## src/rtl/shift_add_multiplier_pkg.sv

```systemverilog
// Shared definitions for the shift-add multiplier: FSM state encodings and
// control-word bit positions used between the controller and the datapath.
// No logic; types and constants only.
package shift_add_multiplier_pkg;

    typedef enum logic [1:0] {
        IDLE = 2'd0,
        LOAD = 2'd1,
        RUN  = 2'd2,
        DONE = 2'd3
    } state_t;

    // Control-word bit positions (load / shift / clear per register)
    localparam int CW_MCAND_LD = 0;  // MCAND <= A
    localparam int CW_ACC_CLR  = 1;  // ACC   <= 0
    localparam int CW_ACC_ADD  = 2;  // add MCAND into this iteration's sum
    localparam int CW_ACC_SHR  = 3;  // ACC   <= sum[nBit:1]
    localparam int CW_MQ_LD    = 4;  // MQ    <= B
    localparam int CW_MQ_SHR   = 5;  // MQ    <= {sum[0], MQ[nBit-1:1]}
    localparam int CW_CTR_CLR  = 6;  // CTR   <= 0
    localparam int CW_CTR_SHL  = 7;  // CTR   <= {CTR[nBit-2:0], 1'b1}
    localparam int CW_C_CLR    = 8;  // C     <= 0
    localparam int CW_W        = 9;

    typedef logic [CW_W-1:0] ctrl_word_t;

endpackage

```

## src/rtl/shift_add_multiplier_datapath.sv

```systemverilog
// Purpose: multiplier registers (MCAND, ACC, MQ, C, CTR) and the nBit+1 adder.
// Ports: clk/clr, ctrl_word from the controller, operands a/b; returns mq_lsb,
//        ctr_msb, ctr_msb_next to the controller and the product p = {ACC, MQ}.
module shift_add_multiplier_datapath
    import shift_add_multiplier_pkg::*;
#(
    parameter int nBit = 8
) (
    input  logic              clk,
    input  logic              clr,
    input  ctrl_word_t        ctrl_word,
    input  logic [nBit-1:0]   a,
    input  logic [nBit-1:0]   b,
    output logic              mq_lsb,
    output logic              ctr_msb,
    output logic              ctr_msb_next,
    output logic [2*nBit-1:0] p
);

    logic [nBit-1:0] mcand;
    logic [nBit-1:0] acc;
    logic [nBit-1:0] mq;
    logic [nBit-1:0] ctr;
    logic            c;
    logic [nBit:0]   addend;
    logic [nBit:0]   sum;

    // C is always zero entering an iteration, so {C,ACC} is ACC zero-extended.
    always_comb begin
        addend = '0;
        if (ctrl_word[CW_ACC_ADD]) addend = {1'b0, mcand};
        sum = {c, acc} + addend;
    end

    always_ff @(posedge clk) begin
        if (clr) begin
            mcand <= '0;
            acc   <= '0;
            mq    <= '0;
            ctr   <= '0;
            c     <= 1'b0;
        end else begin
            if (ctrl_word[CW_MCAND_LD]) mcand <= a;

            if (ctrl_word[CW_ACC_CLR])      acc <= '0;
            else if (ctrl_word[CW_ACC_SHR]) acc <= sum[nBit:1];

            // Sum LSB drops into MQ's top as the multiplier bits shift out.
            if (ctrl_word[CW_MQ_LD])       mq <= b;
            else if (ctrl_word[CW_MQ_SHR]) mq <= {sum[0], mq[nBit-1:1]};

            if (ctrl_word[CW_CTR_CLR])      ctr <= '0;
            else if (ctrl_word[CW_CTR_SHL]) ctr <= {ctr[nBit-2:0], 1'b1};

            if (ctrl_word[CW_C_CLR]) c <= 1'b0;
        end
    end

    assign mq_lsb       = mq[0];
    assign ctr_msb      = ctr[nBit-1];
    assign ctr_msb_next = ctr[nBit-2];
    assign p            = {acc, mq};

endmodule

```

## src/rtl/shift_add_multiplier.sv

```systemverilog
// Purpose: sequential unsigned nBit x nBit shift-add multiplier, start/done handshake.
// Ports: clk, clr (sync active-high), start, A, B in; busy, done, P (2*nBit) out.
// Latency nBit+2 cycles accept-to-done; start is ignored outside IDLE.
module shift_add_multiplier
    import shift_add_multiplier_pkg::*;
#(
    parameter int nBit = 8
) (
    input  logic              clk,
    input  logic              clr,
    input  logic              start,
    input  logic [nBit-1:0]   A,
    input  logic [nBit-1:0]   B,
    output logic              busy,
    output logic              done,
    output logic [2*nBit-1:0] P
);

    state_t     state_q;
    state_t     state_d;
    ctrl_word_t ctrl_word;
    logic       mq_lsb;
    logic       ctr_msb;
    logic       ctr_msb_next;

    always_ff @(posedge clk) begin
        if (clr) state_q <= IDLE;
        else     state_q <= state_d;
    end

    always_comb begin
        state_d   = state_q;
        ctrl_word = '0;
        busy      = 1'b0;
        done      = 1'b0;
        unique case (state_q)
            IDLE: begin
                if (start) begin
                    ctrl_word[CW_MCAND_LD] = 1'b1;
                    ctrl_word[CW_MQ_LD]    = 1'b1;
                    ctrl_word[CW_ACC_CLR]  = 1'b1;
                    ctrl_word[CW_C_CLR]    = 1'b1;
                    ctrl_word[CW_CTR_CLR]  = 1'b1;
                    state_d                = LOAD;
                end
            end
            LOAD: begin
                busy    = 1'b1;
                state_d = RUN;
            end
            RUN: begin
                busy                   = 1'b1;
                ctrl_word[CW_ACC_ADD]  = mq_lsb;
                ctrl_word[CW_ACC_SHR]  = 1'b1;
                ctrl_word[CW_MQ_SHR]   = 1'b1;
                ctrl_word[CW_CTR_SHL]  = 1'b1;
                ctrl_word[CW_C_CLR]    = 1'b1;
                // This edge's shift fills CTR[nBit-1]: it is the nBit-th
                // iteration. A counter that is already full never re-triggers.
                if (ctr_msb_next && !ctr_msb) state_d = DONE;
            end
            DONE: begin
                done    = 1'b1;
                state_d = IDLE;
            end
            default: state_d = IDLE;
        endcase
    end

    shift_add_multiplier_datapath #(.nBit(nBit)) u_datapath (
        .clk          (clk),
        .clr          (clr),
        .ctrl_word    (ctrl_word),
        .a            (A),
        .b            (B),
        .mq_lsb       (mq_lsb),
        .ctr_msb      (ctr_msb),
        .ctr_msb_next (ctr_msb_next),
        .p            (P)
    );

endmodule

```

## config.mk

```make
export PLATFORM = sky130hd
export DESIGN_NAME = shift_add_multiplier
export DESIGN_NICKNAME = d
export VERILOG_FILES = /design/src/rtl/shift_add_multiplier_pkg.sv /design/src/rtl/shift_add_multiplier_datapath.sv /design/src/rtl/shift_add_multiplier.sv
export SDC_FILE = /design/constraint.sdc
export NUM_CORES = 1
export LEC_CHECK = 0
export BUFFER_PORTS_ARGS = -buffer_cell sky130_fd_sc_hd__clkbuf_2
export CORE_MARGIN = 2
export CORE_UTILIZATION = 25
export CTS_CLUSTER_DIAMETER = 80
export DETAILED_ROUTE_END_ITERATION = 10
export GPL_ROUTABILITY_DRIVEN = 0
export PLACE_DENSITY = 0.43
export SYNTH_ARGS = -nofsm -noshare
export SYNTH_HDL_FRONTEND = slang
export SYNTH_SLANG_ARGS = --single-unit
export TNS_END_PERCENT = 1
```

## constraint.sdc

```tcl
create_clock -name clk -period 8.1 [get_ports clk]
set_input_delay 1.62 -clock clk [delete_from_list [all_inputs] [get_ports clk]]
set_output_delay 1.62 -clock clk [all_outputs]
set_load 0.005 [all_outputs]
```

Word level (Yosys, flattened, before mapping)
Index checks and enable logic that the tools add are counted.

storage, ports and cells
  logic and storage cells = 33
  output and inout bits = 18
  bits in registers = 34

operators by class
  add/subtract/negate cells = 1
  reduce and logical (&&, ||, !) cells = 8
  equality and inequality tests = 5
  multiplexer cells = 14

operators by type and width
  operator            count
  $mux 8              3
  $mux 2              5
  $add 8x8->9         1
  $pmux 2 s4          1
  $reduce_or 2->1     3
  $mux 1              5
  $eq 2x2->1 const B  2
  $ne 2x2->1 const B  2
  $eq 2x1->1 const B  1
  $logic_not 2->1     1
  $reduce_and 2->1    1
  $reduce_bool 2->1   1
  $logic_and 1x1->1   1
  $logic_not 1->1     1

Longest topological paths before layout
Gate-level depths: netlist of run 1.

  word-level depth = 6
  depth in mapped cells = 11
  gate-level depth less buffers = 9

Hierarchy
A second synthesis of run 1 with hierarchy kept.

unflattened totals
  cell total of the unflattened synthesis = 201
  area total of the unflattened synthesis = 1824.2 um^2

modules (own cells, without submodules)
  module                         seq. area each (um^2)  instances  cells each  area each (um^2)
  shift_add_multiplier_datapath  640.6                  1          180         1610.3
  shift_add_multiplier           40.0                   1          21          214.0

Least setup slack after synthesis of run 1
No wires, ideal clock.

  path kind = reg-to-reg
  from = reg state_q[0]
  to = reg u_datapath.acc[5]
  arrival = 2.568 ns
  slack = 5.469 ns
  required time = 8.037 ns
  stages on the path, launching flop included = 12
  cells stage by stage = dfxtp_1 > inv_1 > ha_1 > buf_6 > clkbuf_1 > and3_1 > ha_1 > fa_1 > a21o_2 > a211o_1 > a2111o_1 > nand3_1

on the way
  word-level cells in the longest chain between the ends = 4

RTL lines
  item                    line                                 text
  from (decl)             shift_add_multiplier.sv:19           state_t state_q;
  from (signal assigned)  shift_add_multiplier.sv:28           else state_q <= state_d;
  $eq 2x2->1              shift_add_multiplier.sv:36           unique case (state_q)
  $mux 2                  shift_add_multiplier.sv:36
  $mux 8                  shift_add_multiplier_datapath.sv:31  if (ctrl_word[CW_ACC_ADD]) addend = {1'b0, mcand};
  $add 8x8->9             shift_add_multiplier_datapath.sv:32  sum = {c, acc} + addend;
  to (signal assigned)    shift_add_multiplier_datapath.sv:46  else if (ctrl_word[CW_ACC_SHR]) acc <= sum[nBit:1];
  to (decl)               shift_add_multiplier_datapath.sv:21  logic [nBit-1:0] acc;

Parallel ways exist; a longest one is shown, timed or not.
A chain may end at the register's enable or synchronous reset.

Worst setup path after layout of run 1
  from = reg state_q[1]
  to = reg u_datapath.acc[6]

The elaborated chain is that of the path after synthesis.

==> results of run 1 <==
-- state kept, by name (all words and copies together) (netlist names) --
register,cells
state_q,2
u_datapath.mcand,8
u_datapath.ctr,8
u_datapath.mq,8
u_datapath.acc,8
-- routing by layer --
layer  track usage  up-vias
met1        0.1330      663
met5             0        -
li1              -      761
met4       0.04615        0
met3       0.03205        4
met2        0.1763       20
-- cell type report --
type / count / area (µm²) / share of cell area
Clock buffer: 6 / 82.58 / 0.03931
Clock inverter: 1 / 30.03 / 0.01429
Inverter: 2 / 7.507 / 0.003574
Multi-Input combinational cell: 147 / 992.2 / 0.4723
Sequential cell: 34 / 680.7 / 0.3240
Tap cell: 96 / 120.1 / 0.05718
Timing Repair Buffer: 37 / 187.7 / 0.08934
-- placed cells by master (no fill, tap or decap), drive strengths merged, types with 2 or more instances in the layout --
cell type and n:
mux2i 17, a2111o 4, nand2 23, ha 11
nand2b 2, nand3 3, o21a 3, a31oi 2
a211o 3, inv 2, nor3b 2, and3 8
a211oi 10, nand3b 3, clkbuf 42, a21o 4
nor2b 3, a21oi 13, nor2 26, dfxtp 34
nand4 2
-- path summary, 6_finish.rpt --
kind | start | endpoint | slack, ns | cells after the start
worst max-delay path | state_q[1] | u_datapath.acc[6] | 5.26 | 8
worst min-delay path | u_datapath.mcand[0] | u_datapath.mcand[0] | 0.45 | 2
worst max register to register | state_q[1] | u_datapath.acc[6] | 5.26 | 8
worst min register to register | u_datapath.mcand[0] | u_datapath.mcand[0] | 0.45 | 2
-- power by group through the flow --
stage          Clock [mW]  Combinational [mW]  Sequential [mW]
2_1_floorplan           0               0.150            0.220
4_1_cts             0.166               0.188            0.222
6_report            0.158               0.185            0.221
5_1_grt             0.173               0.210            0.227
3_5_place_dp            0               0.187            0.225
3_3_place_gp            0               0.189            0.226
-- metrics by stage --
step | cell area (µm²) | worst slack, ns
2_1_floorplan | 1757 | 5.469
3_3_place_gp | 1988 | 5.125
3_5_place_dp | 1988 | 5.117
4_1_cts | 2101 | 5.242
5_1_grt | 2101 | 5.030
6_report | 2101 | 5.261
-- tightest hold or removal path, delay by kind of cell, from the launching register on --
kind             cells  cell delay [ns]
AO/OA/AOI/OAI        1             0.05
AND/OR/NAND/NOR      1             0.05
flip-flops           1             0.31
-- kinds of logic after synthesis --
logic type                 Yosys count  synth area share
xor gates and xnor gates             2          0.009973
AOI/OAI and AO/OA                   42            0.1724
adders and majority gates           12           0.08974
DFF                                 34            0.3875
muxes                               17           0.09686
and+or+nand+nor                     74            0.1944
buffers and inverters               15           0.04914
==> metrics.csv, run 1 <==
stage,metric,value,unit
detailed_routing,top layer in use,met4,
layout,Finished Core Util,0.3092,
clock_network,"Hold-fix buffers, CTS",0,
grt,GR Overflow Total,0,
clock_network,H-tree depth,2,
detailed_routing,Detailed Route Iter0 Violations,45,
grt,largest net degree at the start of global routing,46,
power_and_ir_drop,power density over cell area,269.0,nW/µm²
logic_synthesis,Yosys top cell area share,0.3875,
timing,clk_skew,0.003229,ns
logic_synthesis,Synth area leader,dfxtp_1,
logic_synthesis,"top cells by area, synth","dfxtp_1 39%, mux2i_1 9.7%, ha_1 7.8%, nor2_1 5.6%, nand2_1 4.9%",
logic_synthesis,share of synthesized registers carrying an async set or reset,0,
critical_path,"delay-heaviest family, CP",compound AO/OA/AOI/OAI gates,
timing,Final setup viols,0,
clock_network,CTS Buffer Depth,2,
layout,Inserted Diodes,0,
logic_synthesis,syn nets,227,
detailed_routing,met2 WL post-DR,1824,µm
critical_path,worst setup path class,reg -> reg,
detailed_routing,1st-pass router iterations,4,
detailed_routing,DRT Wirelength,3895,µm
power_and_ir_drop,Internal,0.3718,mW
die,Die Height,87.83,µm
detailed_routing,routed wl met3,182,µm
critical_path,Bufs and invs on worst path,1,
critical_path,"Critical Path, Cell by Cell",ha_2 > buf_4 > and3_1 > ha_1 > a211o_1 > a2111o_1 > a2111o_1 > o211ai_1,
timing,Hold Slack,0.4500,ns
die,FP Rows,30,
logic_synthesis,library cells used by synthesis,37,
power_and_ir_drop,VDD IR max,151.2,µV
critical_path,critical path capture point type,flop,
clock_network,clock transition at the registers of the reported paths,0.07,ns
die,num ports,37,
power_and_ir_drop,part of the power in registers,0.392,
detailed_routing,DRT met1 WL,1849,µm
logic_synthesis,Post-Syn Area,1757,µm²
power_and_ir_drop,PnR Total Power,0.5652,mW
clock_network,clock tree sinks,34,
outcome,status,completed,
logic_synthesis,commonest cells in the netlist,"34 x dfxtp_1, 26 x nor2_1, 23 x nand2_1, 17 x mux2i_1, 13 x a21oi_1",
power_and_ir_drop,Static Leak,0.9308,nW
critical_path,CP max stage cell,buf_4,
detailed_routing,Avg WL per Cell,12.06,µm
clock_network,Root Buffer Master,clkbuf_8,
clock_network,CTS tree,yes,
logic_synthesis,"count leader, synth",dfxtp_1,
clock_network,cts bufs inserted,5,
critical_path,Worst setup SP type,flop,
die,die area,7713,µm²
timing,RSZ-0062 raised after global routing,false,
logic_synthesis,"Seq/Total Area, Yosys",0.3875,
power_and_ir_drop,Comb pwr share,0.328,
grt,total track usage,0.1083,
timing,Sum Neg Setup Slack,0,ns
layout,Non-Filler Instances,323,
logic_synthesis,Synth Flop Type,dfxtp_1,
detailed_routing,vias,1448,
timing,"Slew Viols, Final",0,
layout,Fillers,754,
power_and_ir_drop,sw frac,0.3421,
clock_network,total setup buffers inserted after CTS,0,
die,initial core utilization,0.2586,
layout,area grow syn2layout,19.59,%
timing,fin crit share,0.3505,
critical_path,Critical Path AT,3.05,ns
layout,nets@finish,258,
power_and_ir_drop,Clock Power Share,0.280,
placed_design,post-DP HPWL,2717,µm
logic_synthesis,Ys Warns,0,
timing,Slew HR,0.4466,
logic_synthesis,register bit total from synthesis,34,
timing,Max Clk Rate,352.2,MHz
critical_path,worst-path maximum fanout,45,
min_path,worst hold path class,reg -> reg,
logic_synthesis,Cells after Synth,196,
placed_design,port buffer count,36,
layout,layout cells sized above 1,0.2159,
detailed_routing,DRC Markers,0,
timing,worst slew pin tran,0.8281,ns
detailed_routing,via density per instance,4.483,
timing,Final Hold Violating Endpoints,0,
die,core area,6794,µm²
grt,first-pass GRT wire length,6479,µm
grt,vias in the first global route,1445,
run,MaxCap Viol Count,0,
critical_path,Worst path max stage delay,0.42,ns
critical_path,cell mode on critical path,a2111o_1,
logic_synthesis,"Avg Cell Area, Syn",8.963,µm²
die,Die X,87.83,µm
clock_network,Clock Latency Late Sink,0.28,ns
grt,initial antenna violation count,0,
timing,minimum clock period after layout,2.839,ns
logic_synthesis,Post-synth EDFFs,0,
placed_design,# placed instances,316,
power_and_ir_drop,Psw,0.1933,mW
detailed_routing,Final ANT Viol Nets,0,
clock_network,post-cts gate resize count,0,
critical_path,CP required,8.31,ns
No activity file was read; power rests on OpenSTA's default activity.
==> run 2, diff against run 1 <==
- clock period: 8.1 -> 2.7 ns (I/O delays scaled with it)
==> metrics.csv, run 2 (synthesis results as in run 1) <==
stage,metric,value,unit,change
detailed_routing,Detailed Route Iter0 Violations,70,,+56%
detailed_routing,met2 WL post-DR,1805,µm,-1.0%
detailed_routing,Avg WL per Cell,12.66,µm,+5.0%
detailed_routing,DRC Markers,0,,unchanged
die,initial core utilization,0.2586,,unchanged
timing,minimum clock period after layout,2.507,ns,-0.3322 ns
clock_network,post-cts gate resize count,0,,unchanged
critical_path,FF-to-FF setup slack,0.19,ns,-5.07 ns
power_and_ir_drop,PnR Total Power,1.722,mW,+200%
timing,Max Clk Rate,398.9,MHz,+13%
grt,initial antenna violation count,0,,unchanged
critical_path,"Critical Path, Cell by Cell",inv_1 > ha_2 > and3_1 > ha_1 > fa_1 > a21o_2 > a211o_1 > a2111o_1 > nand3_1,,
timing,fin crit share,0.9286,,+0.5780
critical_path,CP required,2.93,ns,-5.38 ns
timing,Sum Neg Setup Slack,0,ns,unchanged
timing,worst slew pin tran,0.8109,ns,-0.01717 ns
critical_path,Worst path max stage delay,0.41,ns,about the same
grt,total track usage,0.1170,,+0.008742
die,die area,7713,µm²,unchanged
clock_network,"Hold-fix buffers, CTS",0,,unchanged
detailed_routing,via density per instance,4.429,,-1.2%
detailed_routing,Final ANT Viol Nets,0,,unchanged
layout,"commonest non-fill, non-tap cell in the layout",clkbuf_2,,
critical_path,worst-path maximum fanout,7,,-84%
layout,most frequent cells in the layout,"36 x clkbuf_2, 34 x dfxtp_1, 26 x nor2_1",,
placed_design,post-DP HPWL,2965,µm,+9.1%
die,core area,6794,µm²,unchanged
placed_design,port buffer count,36,,unchanged
critical_path,worst setup path class,reg -> reg,,
min_path,worst hold path class,reg -> reg,,
power_and_ir_drop,VDD IR max,321.8,µV,+110%
timing,Slew HR,0.4581,,+0.01148
grt,first-pass GRT wire length,6913,µm,+6.7%
die,Die Height,87.83,µm,unchanged
timing,clk_skew,0.006085,ns,+0.002856 ns
clock_network,Clock Latency Late Sink,0.28,ns,about the same
die,Die X,87.83,µm,unchanged
critical_path,r2r endpoint,u_datapath.acc[5],,
layout,area grow syn2layout,20.30,%,
timing,Final Hold Violating Endpoints,0,,unchanged
clock_network,CTS Buffer Depth,2,,unchanged
run,MaxCap Viol Count,0,,unchanged
layout,nets@finish,260,,+0.78%
power_and_ir_drop,Static Leak,0.9351,nW,+0.46%
critical_path,CP max stage cell,fa_1,,
min_path,min-delay src,u_datapath.mcand[7],,
detailed_routing,DRT met1 WL,2089,µm,+13%
critical_path,R2R depth,9,,+1
power_and_ir_drop,power density over cell area,814.7,nW/µm²,+200%
clock_network,H-tree depth,2,,unchanged
detailed_routing,routed wl met3,164,µm,-9.9%
layout,Inserted Diodes,0,,unchanged
layout,Fillers,743,,-1.5%
min_path,WHS Endpoint,u_datapath.mcand[7],,
clock_network,clock tree sinks,34,,unchanged
layout,layout cells sized above 1,0.2217,,+0.005880
detailed_routing,vias,1444,,-0.28%
detailed_routing,1st-pass router iterations,4,,unchanged
grt,vias in the first global route,1440,,-0.35%
detailed_routing,DRT Wirelength,4126,µm,+5.9%
timing,Final setup viols,0,,unchanged
die,FP Rows,30,,unchanged
clock_network,clock transition at the registers of the reported paths,0.07,ns,about the same
critical_path,Worst setup SP type,flop,,
timing,RSZ-0062 raised after global routing,false,,
critical_path,Critical Path AT,2.74,ns,-0.31 ns
critical_path,worst r2r src,state_q[0],,
grt,GR Overflow Total,0,,unchanged
clock_network,total setup buffers inserted after CTS,0,,unchanged
critical_path,critical path capture point type,flop,,
clock_network,cts bufs inserted,5,,unchanged
timing,"Slew Viols, Final",0,,unchanged
die,num ports,37,,unchanged
detailed_routing,top layer in use,met4,,
min_path,hold path cells,2,,unchanged
clock_network,Root Buffer Master,clkbuf_8,,
outcome,status,completed,,
clock_network,CTS tree,yes,,
grt,largest net degree at the start of global routing,32,,-30%
timing,Hold Slack,0.4546,ns,+0.004637 ns
## run 2: area by class of cell
| cell class | count | area (µm²) | share of cell area |
|---|---|---|---|
| clock buffers | 6 | 72.57 | 0.03434 |
| clock inverters | 2 | 37.54 | 0.01776 |
| inverters | 2 | 7.507 | 0.003552 |
| multi-input cells | 147 | 992.2 | 0.4695 |
| flip-flops and latches | 34 | 680.7 | 0.3221 |
| well taps | 96 | 120.1 | 0.05684 |
| repair buffers | 39 | 202.7 | 0.09591 |
## run 2: through the flow
| step | setup WS (ns) | area [µm²] | instances | utilization |
|---|---|---|---|---|
| floorplan | 0.06906 | 1757 | 196 | - |
| global route | 0.08320 | 2113 | 326 | 0.3111 |
| global placement | 0.2734 | 2003 | 318 | 0.2948 |
| CTS | 0.1819 | 2113 | 326 | 0.3111 |
| detailed placement | 0.1999 | 2003 | 318 | 0.2948 |
| finish | 0.1929 | 2113 | 326 | 0.3111 |
## run 2: routing by layer
layer  vias up  GRT usage
met5         -          0
met4         0    0.04615
met3         6    0.03582
met2        21     0.1791
met1       656     0.1540
li1        761          -
## run 2: worst max-delay path: cells and delay by family, from the launching register on
| family | cells | cell delay [ns] |
|---|---|---|
| fa+ha+maj | 3 | 0.85 |
| simple gates | 2 | 0.22 |
| flops | 1 | 0.36 |
| buf+inv | 1 | 0.08 |
| compound gates | 3 | 0.94 |
## run 2: power breakdown
| part | switching, mW | total [mW] | leakage, nW | internal (mW) |
|---|---|---|---|---|
| clock network | 0.195 | 0.470 | 0.0514 | 0.276 |
| registers | 0.0771 | 0.668 | 0.277 | 0.591 |
| logic | 0.341 | 0.584 | 0.606 | 0.243 |
| total | 0.612 | 1.72 | 0.935 | 1.11 |
## run 2: worst max path at each step
stage                          start                 to  slack (ns)  depth (start not counted)
after detailed placement  state_q[0]  u_datapath.acc[5]        0.20                          9
after CTS                 state_q[0]  u_datapath.acc[5]        0.18                          9
final                     state_q[0]  u_datapath.acc[5]        0.19                          9
after global placement    state_q[0]  u_datapath.acc[5]        0.27                          9
after floorplan           state_q[0]  u_datapath.acc[5]        0.07                         11
after global routing      state_q[0]  u_datapath.acc[5]        0.08                          9
==> run 3, diff against run 2 <==
- CTS_BUF_LIST: default -> sky130_fd_sc_hd__clkbuf_4
==> metrics.csv, run 3 (synthesis results as in run 1) <==
stage,metric,value,unit,change
outcome,status,completed,,
grt,met3 track demand over resource,0.03299,,-0.002828
die,die area,7713,µm²,unchanged
power_and_ir_drop,Internal,1.039,mW,-6.3%
clock_network,clock tree sinks,34,,unchanged
clock_network,total setup buffers inserted after CTS,0,,unchanged
die,core area,6794,µm²,unchanged
timing,Slew HR,0.4579,,about the same
power_and_ir_drop,Comb pwr share,0.355,,+0.016
power_and_ir_drop,VDD IR max,313.0,µV,-2.7%
power_and_ir_drop,power density over cell area,787.4,nW/µm²,-3.3%
layout,most frequent cells in the layout,"36 x clkbuf_2, 34 x dfxtp_1, 26 x nor2_1",,
detailed_routing,via density per instance,4.451,,+0.48%
clock_network,Clock Latency Late Sink,0.34,ns,+0.06 ns
placed_design,# placed instances,318,,unchanged
timing,Sum Neg Setup Slack,0,ns,unchanged
clock_network,post-cts gate resize count,0,,unchanged
min_path,worst hold path class,in -> reg,,
timing,minimum clock period after layout,2.516,ns,+0.008597 ns
critical_path,"Critical Path, Cell by Cell",inv_1 > ha_2 > and3_1 > ha_1 > fa_1 > a21o_2 > a211o_1 > a2111o_1 > nand3_1,,
layout,Inserted Diodes,0,,unchanged
placed_design,placed inst area,2003,µm²,unchanged
layout,layout cells sized above 1,0.2261,,+0.004348
detailed_routing,Final ANT Viol Nets,0,,unchanged
clock_network,cts bufs inserted,5,,unchanged
die,Die X,87.83,µm,unchanged
critical_path,CP max stage cell,fa_1,,
timing,Max Clk Rate,397.5,MHz,-0.34%
timing,clk_skew,0.01020,ns,+0.004110 ns
grt,GRT met1 Usage,0.1512,,-0.002852
critical_path,critical path capture point type,flop,,
grt,GR Overflow Total,0,,unchanged
power_and_ir_drop,part of the power in registers,0.406,,+0.018
power_and_ir_drop,Static Leak,0.9256,nW,-1.0%
grt,initial antenna violation count,0,,unchanged
power_and_ir_drop,sw frac,0.3674,,+0.01166
critical_path,Worst setup SP type,flop,,
detailed_routing,DRT Wirelength,4121,µm,-0.12%
detailed_routing,Avg WL per Cell,12.64,µm,-0.12%
clock_network,clock transition at the registers of the reported paths,0.12,ns,+0.05 ns
timing,"Slew Viols, Final",0,,unchanged
critical_path,worst setup path class,reg -> reg,,
timing,RSZ-0062 raised after global routing,false,,
detailed_routing,Detailed Route Iter0 Violations,50,,-29%
critical_path,CP required,2.99,ns,+0.06 ns
detailed_routing,DRC Markers,0,,unchanged
grt,vias in the first global route,1442,,+0.14%
clock_network,Root Buffer Master,clkbuf_4,,
grt,grt met2 use,0.1818,,+0.002755
power_and_ir_drop,Clock Power Share,0.239,,-0.034
critical_path,Worst path max stage delay,0.41,ns,about the same
timing,Final setup viols,0,,unchanged
grt,first-pass GRT wire length,6893,µm,-0.29%
critical_path,Critical Path AT,2.81,ns,+0.07 ns
power_and_ir_drop,PnR Total Power,1.642,mW,-4.6%
die,num ports,37,,unchanged
placed_design,port buffer count,36,,unchanged
detailed_routing,vias,1451,,+0.48%
grt,layer with the highest usage,met2,,
timing,worst slew pin tran,0.8113,ns,+0.0003593 ns
timing,Final Hold Violating Endpoints,0,,unchanged
layout,area grow syn2layout,18.73,%,
clock_network,CTS tree,yes,,
layout,"commonest non-fill, non-tap cell in the layout",clkbuf_2,,
layout,nets@finish,260,,unchanged
clock_network,H-tree depth,2,,unchanged
layout,Finished Core Util,0.3070,,-0.004052
die,initial core utilization,0.2586,,unchanged
placed_design,post-DP HPWL,2965,µm,unchanged
layout,area of the multi-input gates,992.2,µm²,unchanged
critical_path,"delay-heaviest family, CP",compound AO/OA/AOI/OAI gates,,
layout,Non-Filler Instances,326,,unchanged
layout,Fillers,746,,+0.40%
clock_network,CTS Buffer Depth,2,,unchanged
grt,largest net degree at the start of global routing,32,,unchanged
clock_network,"Hold-fix buffers, CTS",0,,unchanged
critical_path,Bufs and invs on worst path,1,,unchanged
die,Die Height,87.83,µm,unchanged
grt,total track usage,0.1163,,-0.0007790
critical_path,worst-path maximum fanout,7,,unchanged
detailed_routing,1st-pass router iterations,4,,unchanged
power_and_ir_drop,Psw,0.6034,mW,-1.5%
timing,fin crit share,0.9318,,+0.003184
run,MaxCap Viol Count,0,,unchanged
layout,final instance area,2086,µm²,-1.3%
layout,Storage cell area,680.7,µm²,unchanged
die,FP Rows,30,,unchanged
## run 3: cell count changes in the layout (fill, tap and decap cells not counted)
cell	delta
clkbuf_4	+6
clkbuf_8	-5
clkbuf_1	-1
## run 3: path summary, 6_finish.rpt
| kind | end | cells past startpoint | slack (ns) | startpoint |
|---|---|---|---|---|
| max | u_datapath.acc[5] | 9 | 0.18 | state_q[0] |
| min | u_datapath.mcand[4] | 3 | 0.41 | A[4] |
| max reg2reg | u_datapath.acc[5] | 9 | 0.18 | state_q[0] |
| min reg2reg | u_datapath.mcand[7] | 2 | 0.46 | u_datapath.mcand[7] |
## run 3: stage by stage
| step | hold WS, ns | worst slack (ns) |
|---|---|---|
| 2_1_floorplan | 0.4319 | 0.06906 |
| 3_3_place_gp | 0.4422 | 0.2734 |
| 3_5_place_dp | 0.4457 | 0.1999 |
| 4_1_cts | 0.3933 | 0.1719 |
| 5_1_grt | 0.3978 | 0.07233 |
| 6_report | 0.4109 | 0.1843 |
## run 3: cell type report
cell class                      instances  share of cell area
Multi-Input combinational cell        147              0.4757
Sequential cell                        34              0.3263
Timing Repair Buffer                   39             0.09718
Tap cell                               96             0.05759
Clock buffer                            6             0.02160
Clock inverter                          2             0.01800
Inverter                                2            0.003599
## run 3: layer usage
layer,vias up,share of wire
met5,-,0
met4,0,0.018
met3,7,0.046
met2,22,0.44
met1,658,0.50
li1,764,-
## run 3: power groups by stage
stage	clock network (mW)	registers, mW	logic (mW)
after floorplan	0	0.660	0.451
after detailed placement	0	0.683	0.587
after global routing	0.430	0.681	0.658
final	0.393	0.667	0.582
after CTS	0.410	0.671	0.590
after global placement	0	0.684	0.595
## run 3: worst register-to-register path: cells and delay by family, from the launching register on
kind / cells / cell delay [ns]
AOI/OAI and AO/OA: 3 / 0.94
adders and majority gates: 3 / 0.85
DFF: 1 / 0.38
and+or+nand+nor: 2 / 0.23
buffers and inverters: 1 / 0.08
